$ cat src/rtl/tpu_ctrl.sv
`default_nettype none
// ============================================================================
// Module  : tpu_ctrl
// Brief   : Host bus decoder and matmul sequencer for the TPU datapath.
// Revision: 1.0 - initial release
// ============================================================================
module tpu_ctrl #(
    parameter int BITS_AB = 8,
    parameter int BITS_C  = 16,
    parameter int DIM     = 8,
    parameter int ADDRW   = 16,
    parameter int DATAW   = 64
) (
    input  logic                     clk,
    input  logic                     rst_n,
    input  logic                     r_w,
    input  logic [ADDRW-1:0]         addr,
    input  logic [DATAW-1:0]         dataIn,
    output logic                     mema_en,
    output logic                     mema_wren,
    output logic [$clog2(DIM)-1:0]   mema_row,
    output logic                     memb_en,
    output logic                     sa_en,
    output logic                     sa_wren,
    output logic [$clog2(DIM)-1:0]   sa_crow,
    output logic [DATAW-1:0]         c_lo,
    output logic [1:0]               rd_sel,
    output logic                     busy,
    output logic                     done
);

    localparam int LG = $clog2(DIM);
    localparam int CW = $clog2(3*DIM-2);
    localparam logic [CW-1:0] c_last = CW'(3*DIM-3);
    localparam logic [7:0] c_reg_a   = 8'h01;
    localparam logic [7:0] c_reg_b   = 8'h02;
    localparam logic [7:0] c_reg_c   = 8'h03;
    localparam logic [7:0] c_reg_ctl = 8'h04;

    typedef enum logic [0:0] {S_IDLE = 1'b0, S_RUN = 1'b1} state_t;

    state_t          r_state;
    logic [CW-1:0]   r_cnt;
    logic            r_lo_valid;

    logic [7:0]      w_region;
    logic            w_is_a, w_is_b, w_is_c, w_is_ctl, w_start, w_half;
    logic [LG-1:0]   w_arow, w_crow;

    assign w_region = addr[15:8];
    assign w_is_a   = (w_region == c_reg_a);
    assign w_is_b   = (w_region == c_reg_b);
    assign w_is_c   = (w_region == c_reg_c);
    assign w_is_ctl = (w_region == c_reg_ctl);
    assign w_start  = w_is_ctl & r_w & dataIn[0];
    assign w_half   = addr[3];
    assign w_arow   = addr[3 +: LG];
    assign w_crow   = addr[4 +: LG];

    // Keeps geometry parameters and untouched address bits referenced.
    logic w_unused;
    assign w_unused = (^addr) ^ (DIM*BITS_C == 2*DATAW) ^ (DIM*BITS_AB == DATAW);

    always_ff @(posedge clk or negedge rst_n) begin
        if (!rst_n) begin
            r_state    <= S_IDLE;
            r_cnt      <= '0;
            r_lo_valid <= 1'b0;
            mema_en    <= 1'b0;
            mema_wren  <= 1'b0;
            mema_row   <= '0;
            memb_en    <= 1'b0;
            sa_en      <= 1'b0;
            sa_wren    <= 1'b0;
            sa_crow    <= '0;
            c_lo       <= '0;
            rd_sel     <= 2'd0;
            busy       <= 1'b0;
            done       <= 1'b0;
        end else begin
            mema_wren <= 1'b0;
            sa_wren   <= 1'b0;
            done      <= 1'b0;
            case (r_state)
                S_IDLE: begin
                    mema_en <= 1'b0;
                    memb_en <= 1'b0;
                    sa_en   <= 1'b0;
                    busy    <= 1'b0;
                    if (r_w) begin
                        if (w_is_a) begin
                            mema_wren <= 1'b1;
                            mema_row  <= w_arow;
                        end
                        if (w_is_b)
                            memb_en <= 1'b1;
                        // A C row is assembled from two beats; high half without low is dropped.
                        if (w_is_c) begin
                            if (!w_half) begin
                                c_lo       <= dataIn;
                                r_lo_valid <= 1'b1;
                            end else if (r_lo_valid) begin
                                sa_wren    <= 1'b1;
                                sa_crow    <= w_crow;
                                r_lo_valid <= 1'b0;
                            end
                        end
                        if (w_start) begin
                            r_state <= S_RUN;
                            r_cnt   <= '0;
                            busy    <= 1'b1;
                            mema_en <= 1'b1;
                            memb_en <= 1'b1;
                            sa_en   <= 1'b1;
                        end
                    end
                end
                S_RUN: begin
                    if (r_cnt == c_last) begin
                        r_state <= S_IDLE;
                        busy    <= 1'b0;
                        mema_en <= 1'b0;
                        memb_en <= 1'b0;
                        sa_en   <= 1'b0;
                        done    <= 1'b1;
                    end else begin
                        r_cnt <= r_cnt + CW'(1);
                    end
                end
                default: r_state <= S_IDLE;
            endcase
            // Reads decode in both states so status stays observable mid-run.
            if (!r_w) begin
                if (w_is_c) begin
                    sa_crow <= w_crow;
                    rd_sel  <= w_half ? 2'd2 : 2'd1;
                end else if (w_is_ctl) begin
                    rd_sel <= 2'd0;
                end
            end
        end
    end

endmodule
`default_nettype wire
$ cat config.mk
export PLATFORM = sky130hd
export DESIGN_NAME = tpu_ctrl
export DESIGN_NICKNAME = d
export VERILOG_FILES = /design/src/rtl/tpu_ctrl.sv
export SDC_FILE = /design/constraint.sdc
export NUM_CORES = 1
export LEC_CHECK = 0
export CORE_MARGIN = 10
export CORE_UTILIZATION = 42
export CTS_BUF_LIST = sky130_fd_sc_hd__clkbuf_8
export DETAILED_ROUTE_END_ITERATION = 10
export PLACE_DENSITY_LB_ADDON = 0.12
export SLEW_MARGIN = 30
export SYNTH_ARGS = -nofsm -noshare
export SYNTH_HDL_FRONTEND = slang
export SYNTH_SLANG_ARGS = --single-unit
export TNS_END_PERCENT = 10
$ cat constraint.sdc
create_clock -name clk -period 2.33 [get_ports clk]
set_input_delay 0.233 -clock clk [delete_from_list [all_inputs] [get_ports clk]]
set_output_delay 0.233 -clock clk [all_outputs]
set_load 0.02 [all_outputs]
==> results of run 1 <==
-- cells in the mapped netlist (all sizes together), types with 2 or more instances --
master and instances:
inv 4, ha 2, nand2 7, a21oi 2
buf 10, mux2 70, a21o 3, dfrtp 84
nand4 2, nor3 6, nor2 5, nand2b 2
o21ai 4, nand3b 3, a22o 2
-- worst paths after layout --
path                       cells past startpoint                    end  slack (ns)
setup / recovery                               6   c_lo[34]$_DFFE_PN0P_        0.47
hold / removal                                 2   c_lo[23]$_DFFE_PN0P_        0.41
setup reg to reg                               6   c_lo[34]$_DFFE_PN0P_        0.47
hold reg to reg                                1  rd_sel[0]$_DFFE_PN0P_        0.49
max in group asynchronous                      3   c_lo[16]$_DFFE_PN0P_        1.28
min in group clk                               1  rd_sel[0]$_DFFE_PN0P_        0.49
-- final cells by class --
class | count | area share
sequential | 84 | 0.397
timing repair buffer | 168 | 0.325
multi-input combinational | 120 | 0.217
clock buffer | 11 | 0.0286
tap | 102 | 0.0241
clock inverter | 5 | 0.00520
inverter | 4 | 0.00284
-- repair_timing --
action,CTS,global route
hold buffers,1,0
endpoints found under the hold margin,41,0
gates resized for setup,0,0
buffers inserted,0,0
-- cells by family after synthesis --
logic type,count (synthesis),synth area share
simple gates,31,0.0601
buf+inv,14,0.0248
flops,84,0.632
fa+ha+maj,2,0.00752
xor+xnor,1,0.00263
mux,71,0.243
compound gates,15,0.0301
-- per-stage QoR --
stage / hold WS (ns) / setup slack [ns] / instances / total power, mW
after detailed placement: 0.266 / 0.122 / 477 / 2.05
final: 0.413 / 0.465 / 494 / 2.96
after global routing: 0.485 / 0.329 / 494 / 3.10
after global placement: 0.260 / 0.136 / 477 / 2.03
after CTS: 0.425 / 0.454 / 494 / 3.00
after floorplan: -0.0626 / 0.571 / 218 / 1.78
-- sequential cells by signal (all words and copies together) (netlist names) --
signal and count:
busy 1, c_lo 64, done 1, mema_row 3
mema_wren 1, memb_en 1, r_cnt 5, r_lo_valid 1
r_state 1, rd_sel 2, sa_crow 3, sa_wren 1
-- layer usage --
| metal | track usage | share of wire | up-vias |
|---|---|---|---|
| met3 | 0.0743 | 0.13 | 10 |
| met2 | 0.230 | 0.46 | 105 |
| met4 | 0.0612 | 0.014 | 0 |
| met1 | 0.163 | 0.39 | 1156 |
| li1 | - | - | 1113 |
| met5 | 0 | 0 | - |
-- power breakdown --
group / internal [mW] / leakage (nW) / switching [mW]
logic: 0.240 / 1.19 / 0.176
registers: 1.53 / 1.16 / 0.0758
clock network: 0.439 / 0.100 / 0.499
total: 2.21 / 2.45 / 0.750
==> metrics.log, run 1 <==
INFO  metric setup.worst_path.end_class = flip-flop
INFO  metric row_count = 32
INFO  metric design.die.area = 11900 um^2
INFO  metric yosysWarningCount = 0
INFO  metric cpMaxStageDelayCell = dfrtp_1
INFO  metric power.density = 559 nW/um^2
INFO  metric via_per_inst = 4.83
INFO  metric vias_post_dr = 2384
INFO  metric worstPathArrival = 2.09 ns
INFO  metric tritoncts = yes
INFO  metric final.min_clock_period = 1.86 ns
INFO  metric seq_area = 2100 um^2
INFO  metric critPathRequiredTime = 2.56 ns
INFO  metric worst_skew_pair.late_latency = 0.34 ns
INFO  metric run_status = complete, no violations
INFO  metric nets = 472
INFO  metric synth-edff-count = 0
INFO  metric postLayoutCellArea = 5290 um^2
INFO  metric die_width = 109 um
INFO  metric mostFrequentLayoutCells = 156 x clkdlybuf4s50_1, 84 x dfrtp_1, 67 x mux2_2
INFO  metric critical_path.most_common_cell = buf_12
INFO  metric detailedRoute.firstPassIterationCount = 4
INFO  metric grt_antenna_before_repair = 0
INFO  metric place_congestion = 0.725
INFO  metric cts.reportedPaths.clkPinSlew = 0.08 ns
INFO  metric post_dp_cell_area = 5100 um^2
INFO  metric path_class = reg2reg
INFO  metric detail-route-antenna-nets = 0
INFO  metric place_hpwl = 6930 um
INFO  metric postSynth.topFlopCell = dfrtp_1
INFO  metric clockRootBuffer = clkbuf_8
INFO  metric htree_levels = 3
INFO  metric worstPathCellList = nor3b_2, nand2_2, nor3_4, buf_12, buf_12, mux2_2
INFO  metric yosysTopAreaCell = dfrtp_1
INFO  metric slew_violations = 0
INFO  metric setup_violating_endpoint_count_in_the_final_report = 0
INFO  metric number_of_inserted_filler_cells_in_the_final_layout = 593
INFO  metric mappedNetlistArea = 3330 um^2
INFO  metric post_synth.cell_area_avg = 15.3 um^2
INFO  metric wl_per_cell = 17.8 um
INFO  metric synth_async_sr_flop_share = 1.00
INFO  metric critical_path.reg2reg.startpoint = r_state$_DFF_PN0_
INFO  metric finalSetupTns = 0 ns
INFO  metric vdd_ir_drop_max = 0.334 mV
INFO  metric fin_crit_sh = 0.800
INFO  metric drive_gt1_frac = 0.260
INFO  metric grt_pass1_vias = 2571
INFO  metric synth.yosys.seq_area_share = 0.632
INFO  metric max_freq = 536 MHz
INFO  metric synthesis.instances = 218
INFO  metric gate_family_responsible_for_the_most_delay_along_the_worst_path = simple AND/OR/NAND/NOR gates
INFO  metric rsz0062_at_grt = false
INFO  metric placeableCoreArea = 7730 um^2
INFO  metric route.detailed.drc = 0
INFO  metric share_of_the_synthesized_area_in_the_top_cell_type = 0.632
INFO  metric final-hold-violation-count = 0
INFO  metric worst_pin_slew = 0.557 ns
INFO  metric timing.critical_path.from_type = flip-flop
INFO  metric largest_fanout_of_any_net_on_the_critical_path = 23
INFO  metric p_leak = 2.45 nW
INFO  metric grt_first_pass_wirelength = 13400 um
INFO  metric area_growth_syn_to_fin = 58.9%
INFO  metric finish.utilization = 0.685
INFO  metric die_height = 109 um
INFO  metric max_clock_buf_depth = 2
INFO  metric critical_path.n_buffers_inverters = 2
INFO  metric min_path_type = in2async
INFO  metric io_buffers = 157
INFO  metric timing.critical_path.from = r_state$_DFF_PN0_
INFO  metric ys_ff_latch = 84
INFO  metric clk_skew = 0.00842 ns
INFO  metric synth_cell_type_count = 31
INFO  metric synth_top_cells_by_area = dfrtp_1 63%, mux2_2 23%, buf_4 1.6%
INFO  metric area_of_the_multi_input_gates = 1150 um^2
INFO  metric antenna_cells_inserted = 0
INFO  metric globalRoute.totalOverflow = 0
INFO  metric drt_first_iter_violations = 76
INFO  metric grt_usage = 0.145
INFO  metric maxCapViolCount = 0
INFO  metric tritoncts_num_sinks = 84
INFO  metric most_common_cell_after_layout_fill_and_taps_aside = clkdlybuf4s50_1
INFO  metric initial_utilization = 0.431
INFO  metric slew_headroom = 0.628
INFO  metric largest_stage_delay_on_the_critical_path = 0.48 ns
INFO  metric cts_buffers = 9
INFO  metric grt_max_degree = 44
INFO  metric design.portCount = 162
INFO  metric synth.net_count = 303
INFO  metric detail_route.wirelength = 8790 um
Note: power is estimated with default switching activity, not from simulation.
==> run 2: changes to the inputs <==
CORE_UTILIZATION = 38   (was 42)
clock period = 1.5 ns   (was 2.33 ns; I/O delays follow)
==> run 2 against run 1 <==
- the run now ends with setup timing left
- setup slack got worse by 0.62 ns
- core utilization decreased by 1.1 points
- largest cell class unchanged
- total power increased by 69%
- largest power group unchanged
- die area increased by 8.5%
- critical path depth decreased by 1
- first-iteration DRC count increased by 2.6%
- sequential power increased by 53%
- clock skew decreased by 0.0014 ns
- wire length increased by 6.0%
==> metrics.log, run 2 (same netlist as run 1, synthesis figures left out) <==
INFO  metric io_buffers = 157 (unchanged)
INFO  metric die_width = 114 um (+4.2%)
INFO  metric final_cells = 516 (+4.5%)
INFO  metric critPathRequiredTime = 1.73 ns (-0.83 ns)
INFO  metric finish.utilization = 0.673 (-0.0113)
INFO  metric slew_headroom = 0.751 (+0.122)
INFO  metric timing.critical_path.from_type = input port
INFO  metric total_power = 4.99 mW (+69%)
INFO  metric slew_violations = 0 (unchanged)
INFO  metric cts_buffers = 9 (unchanged)
INFO  metric rsz0062_at_grt = true
INFO  metric detailedRoute.firstPassIterationCount = 4 (unchanged)
INFO  metric worst_pin_slew = 0.374 ns (-0.183 ns)
INFO  metric finalSetupTns = -7.40 ns (-7.40 ns)
INFO  metric route.detailed.drc = 0 (unchanged)
INFO  metric design.portCount = 162 (unchanged)
INFO  metric die_height = 114 um (+4.2%)
INFO  metric placeableCoreArea = 8640 um^2 (+12%)
INFO  metric tritoncts_num_sinks = 84 (unchanged)
INFO  metric area_growth_syn_to_fin = 74.7%
INFO  metric finalHoldWorstSlack = 0.185 ns (-0.228 ns)
INFO  metric p_leak = 3.82 nW (+56%)
INFO  metric tritoncts = yes
INFO  metric largest_registers = c_lo (64), r_cnt (5)
INFO  metric final.min_clock_period = 1.66 ns
INFO  metric final-hold-violation-count = 0 (unchanged)
INFO  metric register_with_the_most_flip_flops = c_lo
INFO  metric row_count = 34 (+6.3%)
INFO  metric largest_fanout_of_any_net_on_the_critical_path = 4 (-83%)
INFO  metric place_hpwl = 7020 um (+1.3%)
INFO  metric max_clock_buf_depth = 2 (unchanged)
INFO  metric run_status = finished with violations
INFO  metric max_freq = 603 MHz
INFO  metric vias_post_dr = 2428 (+1.8%)
INFO  metric cpMaxStageDelayCell = or4b_4
INFO  metric antenna_cells_inserted = 0 (unchanged)
INFO  metric most_common_cell_after_layout_fill_and_taps_aside = dfrtp_1
INFO  metric via_per_inst = 4.71 (-2.5%)
INFO  metric failing_checks = setup timing
INFO  metric nets = 488 (+3.4%)
INFO  metric largest_stage_delay_on_the_critical_path = 0.55 ns (+0.07 ns)
INFO  metric maxCapViolCount = 0 (unchanged)
INFO  metric number_of_flip_flops_in_the_largest_register = 64 (unchanged)
INFO  metric htree_levels = 3 (unchanged)
INFO  metric design.die.area = 12900 um^2 (+8.5%)
INFO  metric timing.final.ws_setup = -0.159 ns (-0.624 ns)
INFO  metric grt_first_pass_wirelength = 15000 um (+12%)
INFO  metric vdd_ir_drop_max = 0.504 mV (+51%)
INFO  metric drive_gt1_frac = 0.297 (+0.0364)
INFO  metric setup_violating_endpoint_count_in_the_final_report = 67 (+67)
INFO  metric grt_antenna_before_repair = 0 (unchanged)
INFO  metric setup.worst_path.end_class = flip-flop
INFO  metric detail_route.wirelength = 9320 um (+6.0%)
INFO  metric power.density = 858 nW/um^2 (+53%)
INFO  metric grt_pass1_vias = 2769 (+7.7%)
INFO  metric initial_utilization = 0.385 (-0.0453)
INFO  metric wl_per_cell = 18.1 um (+1.5%)
INFO  metric worstPathCellList = clkdlybuf4s50_1, nor4_4, nand2_2, or4b_4, mux2_4
INFO  metric cts.reportedPaths.clkPinSlew = 0.09 ns (about the same)
INFO  metric clockRootBuffer = clkbuf_8
INFO  metric path_class = in2reg
INFO  metric worst_skew_pair.late_latency = 0.35 ns (about the same)
INFO  metric place_congestion = 0.709 (-2.2%)
INFO  metric grt_max_degree = 72 (+64%)
INFO  metric fin_crit_sh = 1.11
INFO  metric min_path_type = in2async
INFO  metric globalRoute.totalOverflow = 0 (unchanged)
INFO  metric grt_usage = 0.146 (+0.000345)
INFO  metric place.detailed.instances = 497 (+4.2%)
INFO  metric worstPathArrival = 1.89 ns (-0.20 ns)
INFO  metric mostFrequentLayoutCells = 84 x dfrtp_1, 80 x clkdlybuf4s50_1, 64 x dlymetal6s2s_1
INFO  metric drt_first_iter_violations = 78 (+2.6%)
INFO  metric clk_skew = 0.00702 ns (-0.00139 ns)
INFO  metric r2r_setup_slack = -0.15 ns (-0.62 ns)
INFO  metric detail-route-antenna-nets = 0 (unchanged)
## run 2: changes by cell type in the layout (fill, tap and decap cells not counted), moves of 12 or more
cell | previous run | this run
buf_4 | 6 | 20
mux2_4 | 3 | 47
dlymetal6s2s_1 | 0 | 64
mux2_2 | 67 | 23
dlygate4sd2_1 | 0 | 12
clkdlybuf4s50_1 | 156 | 80
## run 2: routing by layer
layer / part of all wire / vias up / track usage
met3: 0.12 / 9 / 0.0798
met5: 0 / - / 0
met4: 0.012 / 0 / 0.0457
met1: 0.39 / 1186 / 0.163
li1: - / 1140 / -
met2: 0.48 / 93 / 0.233
## run 2: area by class of cell
cell class                 count  area, um^2
fill                         662        2820
sequential                    84        2100
timing repair buffer         184        2010
multi-input combinational    120        1340
clock buffer                  10         138
tap                          108         135
clock inverter                 6        78.8
inverter                       4        15.0
## run 2: report_power, final
group / switching, mW / total [mW] / leakage (nW) / internal [mW]
logic: 0.330 / 0.783 / 2.54 / 0.453
clock network: 0.778 / 1.75 / 0.117 / 0.969
registers: 0.0838 / 2.46 / 1.16 / 2.38
## run 2: final timing paths
check                                       from                      end  cells past startpoint
max                                     addr[15]  mema_row[0]$_DFFE_PN0P_                      5
min reg2reg                rd_sel[0]$_DFFE_PN0P_    rd_sel[0]$_DFFE_PN0P_                      1
max in group asynchronous                  rst_n      c_lo[0]$_DFFE_PN0P_                      3
max reg2reg                    r_state$_DFF_PN0_  mema_row[0]$_DFFE_PN0P_                      4
min in group clk                        addr[11]        sa_wren$_DFF_PN0_                      5
min                                        rst_n     c_lo[54]$_DFFE_PN0P_                      2
## run 2: through the flow
step	cell area, um^2	worst slack, ns
5_1_grt	5810	-0.216
4_1_cts	5620	-0.195
6_report	5810	-0.159
3_5_place_dp	5250	-0.616
3_3_place_gp	5250	-0.563
2_1_floorplan	3360	-0.236
## run 2: worst max-delay path, delay by kind of cell
kind / cells / cell delay [ns]
buffers and inverters: 1 / 0.47
and+or+nand+nor: 3 / 0.96
muxes: 1 / 0.31
## run 2: repair_timing
item / CTS / global route
gates resized for setup: 49 / 73
buffers inserted: 2 / 0
endpoints found under the hold margin: 22 / 0
setup endpoints to repair: 80 / 138
hold buffers: 1 / 0
pin swaps: 4 / 3
cloned: 0 / 0
